--- src/rtl/vc_fifo.sv ---
// vc_fifo: virtual-channel input buffer. This is a circular buffer with a
// one-cycle registered read port. Its flags feed the arbiter's pop and pause logic.
//
// Ports:
//   clk          - single clock, rising-edge active
//   reset_L      - asynchronous active-low reset
//   push/data_in - write request and the word to store
//   pop          - read request from the arbiter
//   data_out     - registered read word, valid the cycle after an accepted pop
//   valid_out    - one-cycle strobe aligned with new data_out
//   empty/full/almost_full/almost_empty - decodes of the registered count
//   error        - sticky overflow/underflow flag
module vc_fifo #(
  parameter int unsigned DATA_WIDTH = 6,
  parameter int unsigned ADDR_WIDTH = 3,
  parameter int unsigned AF_THRESH  = 6,
  parameter int unsigned AE_THRESH  = 1
) (
  input  logic                  clk,
  input  logic                  reset_L,
  input  logic                  push,
  input  logic [DATA_WIDTH-1:0] data_in,
  input  logic                  pop,
  output logic [DATA_WIDTH-1:0] data_out,
  output logic                  valid_out,
  output logic                  empty,
  output logic                  full,
  output logic                  almost_full,
  output logic                  almost_empty,
  output logic                  error
);

  localparam int unsigned DEPTH = 1 << ADDR_WIDTH;
  localparam int unsigned CW    = ADDR_WIDTH + 1;

  localparam logic [CW-1:0] CNT_FULL = CW'(DEPTH);
  localparam logic [CW-1:0] CNT_AF   = CW'(AF_THRESH);
  localparam logic [CW-1:0] CNT_AE   = CW'(AE_THRESH);

  logic [DATA_WIDTH-1:0] mem_q [DEPTH];

  logic [ADDR_WIDTH-1:0] wr_ptr_q, wr_ptr_d;
  logic [ADDR_WIDTH-1:0] rd_ptr_q, rd_ptr_d;
  logic [CW-1:0]         count_q, count_d;
  logic [DATA_WIDTH-1:0] data_out_q, data_out_d;
  logic                  valid_q, valid_d;
  logic                  error_q, error_d;

  logic pop_ok;
  logic push_ok;

  // A pop needs a stored word. A push into a full buffer is still accepted
  // when a pop frees a slot on the same edge.
  always_comb begin
    pop_ok  = pop && (count_q != '0);
    push_ok = push && ((count_q != CNT_FULL) || pop_ok);
  end

  // Next-state logic for the pointers, the count, the read port and the error flag.
  always_comb begin
    wr_ptr_d   = wr_ptr_q;
    rd_ptr_d   = rd_ptr_q;
    count_d    = count_q;
    data_out_d = data_out_q;
    valid_d    = 1'b0;
    error_d    = error_q;

    if (push_ok) begin
      wr_ptr_d = wr_ptr_q + ADDR_WIDTH'(1);
    end
    if (pop_ok) begin
      rd_ptr_d   = rd_ptr_q + ADDR_WIDTH'(1);
      data_out_d = mem_q[rd_ptr_q];
      valid_d    = 1'b1;
    end
    if (push_ok && !pop_ok) begin
      count_d = count_q + CW'(1);
    end else if (pop_ok && !push_ok) begin
      count_d = count_q - CW'(1);
    end
    if ((push && !push_ok) || (pop && !pop_ok)) begin
      error_d = 1'b1;
    end
  end

  // Control and output registers.
  always_ff @(posedge clk or negedge reset_L) begin
    if (!reset_L) begin
      wr_ptr_q   <= '0;
      rd_ptr_q   <= '0;
      count_q    <= '0;
      data_out_q <= '0;
      valid_q    <= 1'b0;
      error_q    <= 1'b0;
    end else begin
      wr_ptr_q   <= wr_ptr_d;
      rd_ptr_q   <= rd_ptr_d;
      count_q    <= count_d;
      data_out_q <= data_out_d;
      valid_q    <= valid_d;
      error_q    <= error_d;
    end
  end

  // Storage array. It has no reset because stale contents are never read.
  // The read above samples the old word, so a full push+pop to the same
  // slot is safe.
  always_ff @(posedge clk) begin
    if (push_ok) begin
      mem_q[wr_ptr_q] <= data_in;
    end
  end

  assign data_out     = data_out_q;
  assign valid_out    = valid_q;
  assign error        = error_q;
  assign empty        = (count_q == '0);
  assign full         = (count_q == CNT_FULL);
  assign almost_full  = (count_q >= CNT_AF);
  assign almost_empty = (count_q <= CNT_AE);

endmodule

--- config.mk ---
export PLATFORM = sky130hd
export DESIGN_NAME = vc_fifo
export DESIGN_NICKNAME = d
export VERILOG_FILES = /design/src/rtl/vc_fifo.sv
export SDC_FILE = /design/constraint.sdc
export NUM_CORES = 1
export LEC_CHECK = 0
export CAP_MARGIN = 10
export CORE_MARGIN = 4
export CORE_UTILIZATION = 55
export DETAILED_ROUTE_END_ITERATION = 6
export PLACE_DENSITY = 0.86
export SLEW_MARGIN = 30
export SYNTH_ARGS = -nofsm -noshare
export SYNTH_HDL_FRONTEND = slang
export SYNTH_SLANG_ARGS = --single-unit
export TNS_END_PERCENT = 30
--- constraint.sdc ---
create_clock -name clk -period 2.57 [get_ports clk]
set_input_delay 0.514 -clock clk [delete_from_list [all_inputs] [get_ports clk]]
set_output_delay 0.514 -clock clk [all_outputs]
set_load 0.05 [all_outputs]
# Yosys cells after proc, flatten, opt, wreduce, memory -nomap -nowiden
# Memories as Yosys holds them, arrays and structs flattened. A register that Yosys moved wholly into a read port is not among the register bits.
# Cells that the tools add are included.
[word_totals]
register_bits = 12
mem_count = 1
elab_cells = 33
ramBits = 48
[memory_table]
columns = ["name", "depth", "width", "rd", "rd_clocked_by_memory_dff", "wr", "line_no", "rtl"]
rows = [
  ["mem_q", 8, 6, 1, 1, 1, "40", "logic [DATA_WIDTH-1:0] mem_q [DEPTH];"],
]
[op_classes]
order_cmp = 2
n_reduce_logical = 14
addsub = 4
muxes = 5
eq_ne = 2
[op_table]
columns = ["operator", "count"]
rows = [
  ["$mux W4", 2],
  ["$add A3 B1 Y3 const B", 2],
  ["$logic_and A1 B1 Y1", 6],
  ["$add A4 B1 Y4 const B", 1],
  ["$eq A4 B4 Y1 const B", 1],
  ["$ge A4 B3 Y1 const B", 1],
  ["$le A4 B1 Y1 const B", 1],
  ["$logic_not A4 Y1", 1],
  ["$ne A4 B4 Y1 const B", 1],
  ["$reduce_bool A4 Y1", 1],
  ["$sub A4 B1 Y4 const B", 1],
  ["$logic_not A1 Y1", 3],
  ["$mux W1", 3],
  ["$logic_or A1 B1 Y1", 2],
  ["$reduce_bool A2 Y1", 1],
]

# Depth between registers and ports, before layout
# Gate-level depths: netlist of the first run.
[logic_depth]
depth_word = 8
ltp_mapped = 9

# Worst setup path before layout of the first run
# No wires, ideal clock.
[synth_path]
kind = "register to register"
from = "register count_q[0]"
to = "register count_q[2]"
setup_slack_ns = 0.217
setup_time_ns = 0.125
arrival_time_ns = 2.228
path_stages_with_launch = 10
period_less_slack_ns = 2.353
t_required_ns = 2.445
path_cell_list = "dfrtp_1 inv_1 ha_1 nor3b_4 nand2b_1 buf_6 ha_1 mux2i_1 nor2_1 xor2_1"
[synth_between]
elab_chain_len = 7
elab_cells_between_ends = 14
classes_between = "add/sub: 2; eq/ne: 1; mux: 2; reduce/logical: 9"
[synth_lines]
columns = ["item", "line_no", "rtl"]
rows = [
  ["from (decl)", "44", "logic [CW-1:0] count_q, count_d;"],
  ["from (signal assigned)", "98", "count_q <= count_d;"],
  ["branches (longest 7 deep; another with $sub A4 B1 Y4)", "n/a", ""],
]
# Parallel ways; which one is timed is not known. The select of a mux whose other input is x is not followed.
# A chain may end at the register's enable or synchronous reset.

# Worst setup path in the final report of the first run
[layout_path]
from = "register count_q[0]"
to = "register count_q[3]"
# The elaborated chain is that of the path after synthesis.

==> results.yml, run 1 <==
clock_tree:
  root_buffer: "clkbuf_8"
  clk_path_buf_depth: 2
  clkLatencyLatePin_ns: 0.33
  clock-sinks: 66
  htree_levels: 3
  cts_made_buffers: 9
  path_clk_slew_ns: 0.07
  cts_tree: "done"
setup_path:
  worstPathArrival_ns: 2.58
  cp-start-kind: "flop"
  crit_type: "flop to flop"
  crit_family: "simple AND/OR/NAND/NOR gates"
  critPathCaptureType: "flop"
  cp_max_fo: 6
  crit_path_frequent_cell: "ha_1"
  cpPeakStageDelay_ns: 0.48
  required_ns: 2.82
  cpMaxStageDelayCell: "or4_1"
  path_buf_inv: 1
  crit_path_cell_trace: "inv_1 -> ha_1 -> nor3b_4 -> nand2b_1 -> ha_1 -> or4_1 -> a21oi_1 -> xor2_1"
grt:
  track_usage_pct: 18.4
  grt_overflow: 0
  grt_max_degree: 19
  grt_pass1_wl_um: 8400
  antenna_found_initial: 0
  grt_pass1_vias: 1691
floorplan:
  core_sq_um: 4820
  die_y_um: 79.2
  ios: 22
  die-area_sq_um: 6270
  std_cell_rows: 25
  start_util_pct: 57.9
  die_x_um: 79.2
logic_synthesis:
  ys_seq_elements: 66
  ys_types: 32
  synthAdderAreaFrac_pct: 3.59
  synth-xor-area-share_pct: 2.51
  synth_nets: 197
  ys_seq_area_share_pct: 67.8
  yosys_warnings: 0
  synth_mux_area_share_pct: 10.5
  yosys.area.top_type_share_pct: 51.7
  synthesis.area_sq_um: 2790
  synth_largest_area_cell: "edfxtp_1"
  synth_area_leaders: "edfxtp_1, dfrtp_1, mux2_2"
  synth_top_family_by_area: "multiplexers"
  synthCells: 179
  syn_avg_cell_area_sq_um: 15.6
  yosys.area_share.simple_pct: 6.42
  synth_compound_area_share_pct: 6.91
timing:
  fin_skew_ns: 0.00496
  clock.fmax_mhz: 429
  setup_viol: 0
  fin_crit_sh_pct: 90.8
  tns_ns: 0
  period_needed_ns: 2.33
  rsz0062_at_grt: "no"
  slew_violations: 0
  relSlewSlack_pct: 55.5
  hold_viol_final: 0
  worst_pin_slew_ns: 0.667
drt:
  wirelength_um: 5140
  dr.pass1.iters: 5
  ant_nets: 0
  via_count: 1603
  drt-initial-drc-count: 87
  wl_per_cell_um: 17.7
  drc: 0
  via_per_inst: 5.51
place:
  dp.cells: 275
  place_hpwl_um: 3570
  portBuffers: 21
  place.gp.congestion: 0.792
power:
  irDropWorstVdd_v: 0.000521
  power.leakage_uw: 0.00129
  switching_share_pct: 35.4
  seq_power_share_pct: 40.6
  switchingPower_uw: 1420
  cellInternalPower_uw: 2580
  p_comb_share_pct: 36.7
  p_per_area_nw_per_um2: 1190
  clkPwrFrac_pct: 22.6
worst_hold_path:
  hold_path_class: "flop to flop"
status:
  status: "finished clean"
finish:
  layout.nets: 237
  layout.cells.non_filler: 291
  diodes: 0
  drive_gt1_share_pct: 20.1
  area_growth_pct: 20.2
job:
  drv_cap: 0
-- power by group through the flow --
stage	combinational (uW)	sequential (uW)	clock [uW]
after floorplan	937	1720	0
after global placement	1420	1630	0
after detailed placement	1470	1640	0
after CTS	1480	1620	918
after global routing	1590	1660	971
final	1470	1620	904
-- logic make-up after synthesis --
logic type,after synthesis
buf+inv,10
mux,27
simple gates,31
fa+ha+maj,8
xor+xnor,8
compound gates,29
flops,66
-- Yosys cell counts --
cell type,count
nand2_1,4
edfxtp_1,48
buf_4,2
a21oi_1,2
o21ai_0,8
nor3b_4,1
nand3_1,2
nand3b_1,1
or4_1,1
xnor2_1,4
nand4bb_1,1
nor3_1,3
xor2_1,4
mux2_4,1
inv_4,1
o31ai_1,6
inv_1,4
ha_1,8
o21bai_1,1
o22ai_1,6
buf_2,1
nor2b_1,1
nor2_1,9
nand4_1,1
dfrtp_1,18
nor3b_1,1
mux2_2,13
a22o_1,6
and3b_1,1
buf_6,2
mux2i_1,13
nand2b_1,5
-- worst register-to-register path, stage by stage, from the launching register on --
cell      delay [ns]
dfrtp_1         0.46
inv_1           0.12
ha_1            0.24
nor3b_4         0.16
nand2b_1        0.18
ha_1            0.27
or4_1           0.48
a21oi_1         0.21
xor2_1          0.15
-- layout by cell type (no fill, tap or decap), types with 2 or more instances in the layout --
master            n
edfxtp_1         48
dfrtp_1          18
clkdlybuf4s50_1  17
buf_4            15
mux2i_1          13
mux2_2           13
nor2_1            9
clkbuf_8          9
o21ai_0           8
ha_1              8
o22ai_1           6
a22o_1            6
o31ai_1           6
nand2b_1          5
nand2_1           4
inv_1             4
xnor2_1           4
xor2_1            4
nor3_1            3
clkinv_1          3
nand3_1           2
a21oi_1           2
bufinv_16         2
-- path summary, 6_finish.rpt --
kind | from | to | slack, ns | cells after the start
min in group asynchronous | reset_L | data_out[2] | 0.52 | 2
worst min-delay path | error | error | 0.49 | 1
worst max register to register | count_q[0] | count_q[3] | 0.24 | 8
worst max-delay path | count_q[0] | count_q[3] | 0.24 | 8
max in group asynchronous | reset_L | wr_ptr_q[1] | 1.84 | 2
worst min register to register | error | error | 0.49 | 1
-- flip-flops by register name (all words and copies together), names as in the netlist --
| register | flops |
|---|---|
| mem_q | 48 |
| data_out | 6 |
| count_q | 4 |
| rd_ptr_q | 3 |
| wr_ptr_q | 3 |
| error | 1 |
| valid_out | 1 |
-- layer usage --
metal  vias to the layer above  GRT usage, %  part of all wire [%]
met5                         -             0                     0
met4                         0          11.2                   2.4
met3                        15          4.88                   4.2
met2                        39          29.2                    49
met1                       790          22.4                    45
li1                        759             -                     -
-- repair_timing --
item	4_1_cts	5_1_grt
resized for setup	0	1
setup buffers	0	0
setup endpoints to repair	0	1
hold buffers	0	0
-- area by class of cell --
type,instances,area (sq um)
clock inverter,7,83.8
timing repair buffer,34,315
fill,330,1460
sequential,66,1890
multi-input combinational,103,833
clock buffer,9,124
tap,67,83.8
inverter,5,21.3
-- metrics by stage --
stage	setup WS (ns)	area [sq um]	hold slack [ns]	power [uW]	utilization, %
6_report	0.237	3350	0.494	3990	69.6
5_1_grt	0.0871	3350	0.528	4220	69.6
4_1_cts	0.0194	3350	0.496	4020	69.6
3_5_place_dp	0.0852	3140	0.474	3110	65.2
3_3_place_gp	0.156	3140	0.465	3060	65.2
2_1_floorplan	0.217	2790	0.218	2660	-
Note: power is estimated with default switching activity, not from simulation.
==> run 2: changes to the inputs <==
--- a/config.mk
+++ b/config.mk
@@ -6,10 +6,12 @@
 export NUM_CORES = 1
 export LEC_CHECK = 0
 export CAP_MARGIN = 10
+export CELL_PAD_IN_SITES_DETAIL_PLACEMENT = 0
+export CELL_PAD_IN_SITES_GLOBAL_PLACEMENT = 1
 export CORE_MARGIN = 4
-export CORE_UTILIZATION = 55
+export CORE_UTILIZATION = 35
 export DETAILED_ROUTE_END_ITERATION = 6
-export PLACE_DENSITY = 0.86
+export PLACE_DENSITY = 0.7
 export SLEW_MARGIN = 30
 export SYNTH_ARGS = -nofsm -noshare
 export SYNTH_HDL_FRONTEND = slang
==> run 2 against run 1 <==
- critical endpoint unchanged
- hold slack worse by 0.0053 ns
- core utilization is 25 points lower
- fmax is 3.9% higher
- sequential share of layout area is 1.0 points lower
- first-iteration DRC count is 4.6% lower
- count of clock-buffer cells in the layout is 3 higher
==> results.yml, run 2 (synthesis gave the netlist of run 1 again) <==
clock_tree:
  hold_buffers: 0
  path_clk_slew_ns: 0.06
  htree_levels: 3
  cts_setup_buffers: 0
  cts_made_buffers: 9
  clkLatencyLatePin_ns: 0.33
  clk_path_buf_depth: 2
  root_buffer: "clkbuf_8"
  clock-sinks: 66
  cts_tree: "done"
  cts_resized: 0
place:
  dp_slack_ns: 0.0955
  portBuffers: 21
  place.gp.congestion: 0.723
  place_hpwl_um: 3690
  post_dp_cell_area_sq_um: 3200
finish:
  final_common_cell: "edfxtp_1"
  fin_util_pct: 44.2
  final_cell_mix: "edfxtp_1, dfrtp_1, clkdlybuf4s50_1, buf_4"
  ff_latch_area_sq_um: 1890
  diodes: 0
  largest_reg_flops: 48
  top_register: "mem_q"
  area_growth_pct: 22.4
  drive_gt1_share_pct: 20.9
  final_cell_area_sq_um: 3410
  multi_input_area_sq_um: 833
  fill_cells: 703
  layout.nets: 239
drt:
  wirelength_um: 5570
  dr.pass1.iters: 4
  ant_nets: 0
  via_count: 1573
  wl_per_cell_um: 17.0
  via_per_inst: 4.81
  drt-initial-drc-count: 83
  drc: 0
grt:
  track_usage_pct: 12.6
  grt_pass1_wl_um: 8820
  grt_pass1_vias: 1668
  antenna_found_initial: 0
  grt_overflow: 0
  grt_max_degree: 19
setup_path:
  crit_path_cell_trace: "inv_1 -> ha_1 -> nor3b_4 -> nand2b_1 -> ha_1 -> or4_1 -> a21oi_1 -> xor2_1"
  cp-start-kind: "flop"
  required_ns: 2.83
  worstPathArrival_ns: 2.51
  crit_path_frequent_cell: "ha_1"
  crit_family: "simple AND/OR/NAND/NOR gates"
  cp_max_fo: 6
  cpPeakStageDelay_ns: 0.46
  critPathCaptureType: "flop"
  path_buf_inv: 1
  crit_type: "flop to flop"
  cpMaxStageDelayCell: "dfrtp_1"
floorplan:
  core_sq_um: 7730
  std_cell_rows: 32
  ios: 22
  die_y_um: 97.3
  start_util_pct: 36.1
  die-area_sq_um: 9460
  die_x_um: 97.3
timing:
  slew_violations: 0
  setup_viol: 0
  fin_ws_ns: 0.324
  period_needed_ns: 2.25
  tns_ns: 0
  fin_skew_ns: 0.00823
  clock.fmax_mhz: 445
  relSlewSlack_pct: 62.5
  worst_pin_slew_ns: 0.562
  rsz0062_at_grt: "no"
  hold_viol_final: 0
  fin_crit_sh_pct: 87.4
power:
  irDropWorstVdd_v: 0.000333
  p_per_area_nw_per_um2: 1180
  power.leakage_uw: 0.00130
job:
  drv_cap: 0
status:
  status: "finished clean"
worst_hold_path:
  hold_path_class: "flop to flop"
run 2: changes by cell type in the layout (fill, tap and decap cells not counted), sizes merged:
| cell | before | now |
|---|---|---|
| clkbuf | 9 | 12 |
| clkinvlp | 1 | 0 |
| clkinv | 4 | 1 |
| buf | 16 | 18 |
run 2: layer usage:
layer | share of wire [%] | GRT usage (%)
met1 | 42 | 14.6
met2 | 51 | 21.7
met4 | 2.9 | 6.60
met5 | 0 | 0
met3 | 3.2 | 2.73
run 2: worst paths after layout:
path                       cells after the start       start          end  slack, ns
hold / removal                                 1       error        error       0.49
max in group asynchronous                      2     reset_L  rd_ptr_q[1]       1.83
setup reg to reg                               8  count_q[0]   count_q[3]       0.32
setup / recovery                               8  count_q[0]   count_q[3]       0.32
min in group asynchronous                      2     reset_L   count_q[3]       0.52
hold reg to reg                                1       error        error       0.49
run 2: final cells by class:
| class | count | share of cell area [%] |
|---|---|---|
| clock inverters | 3 | 1.91 |
| clock buffers | 12 | 4.25 |
| inverters | 5 | 0.623 |
| well taps | 102 | 3.74 |
| flip-flops and latches | 66 | 55.4 |
| multi-input cells | 103 | 24.4 |
| repair buffers | 36 | 9.67 |
run 2: per-stage QoR:
stage,cells,hold slack [ns],power [uW]
floorplan,179,0.218,2660
global placement,312,0.464,3140
detailed placement,312,0.477,3150
CTS,327,0.495,4080
global route,327,0.503,4260
finish,327,0.488,4030
run 2: worst register-to-register path: stages (launching register included):
cell and delay, ns:
dfrtp_1 0.46, inv_1 0.11, ha_1 0.25, nor3b_4 0.17
nand2b_1 0.18, ha_1 0.22, or4_1 0.46, a21oi_1 0.18
xor2_1 0.15
run 2: where the power goes:
group          internal [uW]  switching, uW
Combinational            651            879
Clock                    567            355
Sequential              1400            179
==> run 3: changes to the inputs <==
--- a/config.mk
+++ b/config.mk
@@ -11,6 +11,7 @@
 export CORE_MARGIN = 4
 export CORE_UTILIZATION = 35
 export DETAILED_ROUTE_END_ITERATION = 6
+export MAX_ROUTING_LAYER = met4
 export PLACE_DENSITY = 0.7
 export SLEW_MARGIN = 30
 export SYNTH_ARGS = -nofsm -noshare
==> constraint.sdc (replaced) <==
create_clock -name clk -period 2.57 [get_ports clk]
set_input_delay 0.257 -clock clk [delete_from_list [all_inputs] [get_ports clk]]
set_output_delay 0.257 -clock clk [all_outputs]
set_load 0.05 [all_outputs]
==> run 3 against run 2 <==
- register-to-register slack lost 0.09 ns
- sequential power is essentially flat
- combinational power is essentially flat
- final cell count grew 0.31%
- design area shrank 0.11%
- hold slack lost 0.082 ns
- sequential share of layout area grew 0.061 points
- clock power grew 2%
- critical path depth shrank 4
- core utilization is essentially flat
- largest cell class unchanged
- largest power group unchanged
==> results.yml, run 3 (synthesis gave the netlist of run 1 again) <==
clock_tree:
  htree_levels: 3
  cts_tree: "done"
  cts_resized: 0
  path_clk_slew_ns: 0.07
  clkLatencyLatePin_ns: 0.33
  clock-sinks: 66
  cts_made_buffers: 9
  root_buffer: "clkbuf_8"
  clk_path_buf_depth: 2
timing:
  fin_crit_sh_pct: 91.5
  clock.fmax_mhz: 425
  hold_viol_final: 0
  fin_skew_ns: 0.00633
  period_needed_ns: 2.35
  slew_violations: 0
  setup_viol: 0
  tns_ns: 0
  worst_pin_slew_ns: 0.658
  rsz0062_at_grt: "no"
  relSlewSlack_pct: 56.0
power:
  irDropWorstVdd_v: 0.000499
  p_comb_share_pct: 37.2
  p_per_area_nw_per_um2: 1190
  power.leakage_uw: 0.00128
  switchingPower_uw: 1460
  seq_power_share_pct: 39.7
  cellInternalPower_uw: 2580
  switching_share_pct: 36.1
  clkPwrFrac_pct: 23.1
floorplan:
  die-area_sq_um: 9460
  ios: 22
  core_sq_um: 7730
  die_y_um: 97.3
  std_cell_rows: 32
  start_util_pct: 36.1
  die_x_um: 97.3
finish:
  final_cell_mix: "edfxtp_1, clkdlybuf4s50_1, dfrtp_1"
  top_register: "mem_q"
  drive_gt1_share_pct: 20.8
  largest_reg_flops: 48
  final_cell_area_sq_um: 3410
  diodes: 0
  area_growth_pct: 22.3
  layout.cells.non_filler: 328
  layout.nets: 239
  fin_util_pct: 44.1
  final_common_cell: "edfxtp_1"
grt:
  grt_pass1_wl_um: 8880
  grt_pass1_vias: 1707
  antenna_found_initial: 0
  track_usage_pct: 13.0
  grt_overflow: 0
  grt_max_degree: 21
setup_path:
  critPathCapture: "full"
  cp-startpoint: "count_q[0]"
  cpPeakStageDelay_ns: 0.81
  required_ns: 2.31
  critPathCaptureType: "primary output"
  crit_path_cell_trace: "inv_1 -> ha_1 -> and3b_1 -> clkdlybuf4s50_1"
  cpMaxStageDelayCell: "clkdlybuf4s50_1"
  cp-start-kind: "flop"
  r2r_slack_ns: 0.23
  crit_type: "flop to primary output"
  r2r-start: "count_q[0]"
  worstPathArrival_ns: 2.09
  reg2reg_depth: 9
  regToRegEndpoint: "count_q[3]"
  cp_max_fo: 6
drt:
  dr.pass1.iters: 5
  ant_nets: 0
  drt-initial-drc-count: 153
  wl_per_cell_um: 17.1
  via_count: 1596
  wirelength_um: 5600
  drc: 0
  via_per_inst: 4.87
place:
  place.gp.congestion: 0.791
  place_hpwl_um: 3810
  post_dp_cell_area_sq_um: 3190
  portBuffers: 21
  dp.cells: 311
status:
  status: "finished clean"
job:
  drv_cap: 0
worst_hold_path:
  hold_path_class: "input port to asynchronous set/reset pin"
-- run 3: changes by cell type in the layout (fill, tap and decap cells not counted), sizes merged --
| cell | previous run | this run |
|---|---|---|
| dlygate4sd3 | 0 | 1 |
| buf | 18 | 16 |
| clkdlybuf4s50 | 17 | 19 |
| clkinvlp | 0 | 3 |
| dlymetal6s2s | 1 | 0 |
| clkbuf | 12 | 10 |
-- run 3: timing repair --
action | 4_1_cts | 5_1_grt
buffers inserted | 0 | 0
endpoints found under the hold margin | 0 | 18
hold buffers | 0 | 1
-- run 3: final cells by class --
| type | instances | area, sq um |
|---|---|---|
| multi-input combinational | 103 | 833 |
| sequential | 66 | 1890 |
| fill | 705 | 4320 |
| clock buffer | 10 | 128 |
| tap | 102 | 128 |
| inverter | 5 | 21.3 |
| timing repair buffer | 36 | 318 |
| clock inverter | 6 | 91.3 |
-- run 3: metrics by stage --
stage | worst slack (ns) | hold slack [ns] | total power, uW
6_report | 0.220 | 0.407 | 4050
4_1_cts | 0.192 | 0.452 | 4090
5_1_grt | 0.0311 | 0.442 | 4270
3_3_place_gp | 0.249 | 0.460 | 3120
2_1_floorplan | 0.217 | -0.0386 | 2660
3_5_place_dp | 0.200 | 0.465 | 3140
-- run 3: power groups by stage --
stage	sequential, uW	clock (uW)	combinational [uW]
finish	1610	936	1500
detailed placement	1630	0	1510
global placement	1620	0	1510
floorplan	1720	0	937
CTS	1610	961	1520
global route	1640	1010	1620
-- run 3: worst max-delay path: cells and delay by family (launching register included) --
family	cells	cell delay (ns)
flip-flops	1	0.45
adder cells (fa/ha/maj)	1	0.19
buffers and inverters	2	0.94
AND/OR/NAND/NOR	1	0.19
-- run 3: worst min-delay path by stage --
stage / end / cells past startpoint / slack, ns / start
finish: data_out[4] / 2 / 0.41 / reset_L
floorplan: count_q[0] / 0 / -0.04 / reset_L
global placement: error / 1 / 0.46 / error
global route: data_out[4] / 2 / 0.44 / reset_L
CTS: data_out[4] / 1 / 0.45 / reset_L
detailed placement: error / 1 / 0.46 / error
-- run 3: routing by layer --
metal	wire (um)	global-route usage, %
met1	2370	14.7
met2	2920	21.4
met3	152	3.02
met4	161	6.82
met5	0	-
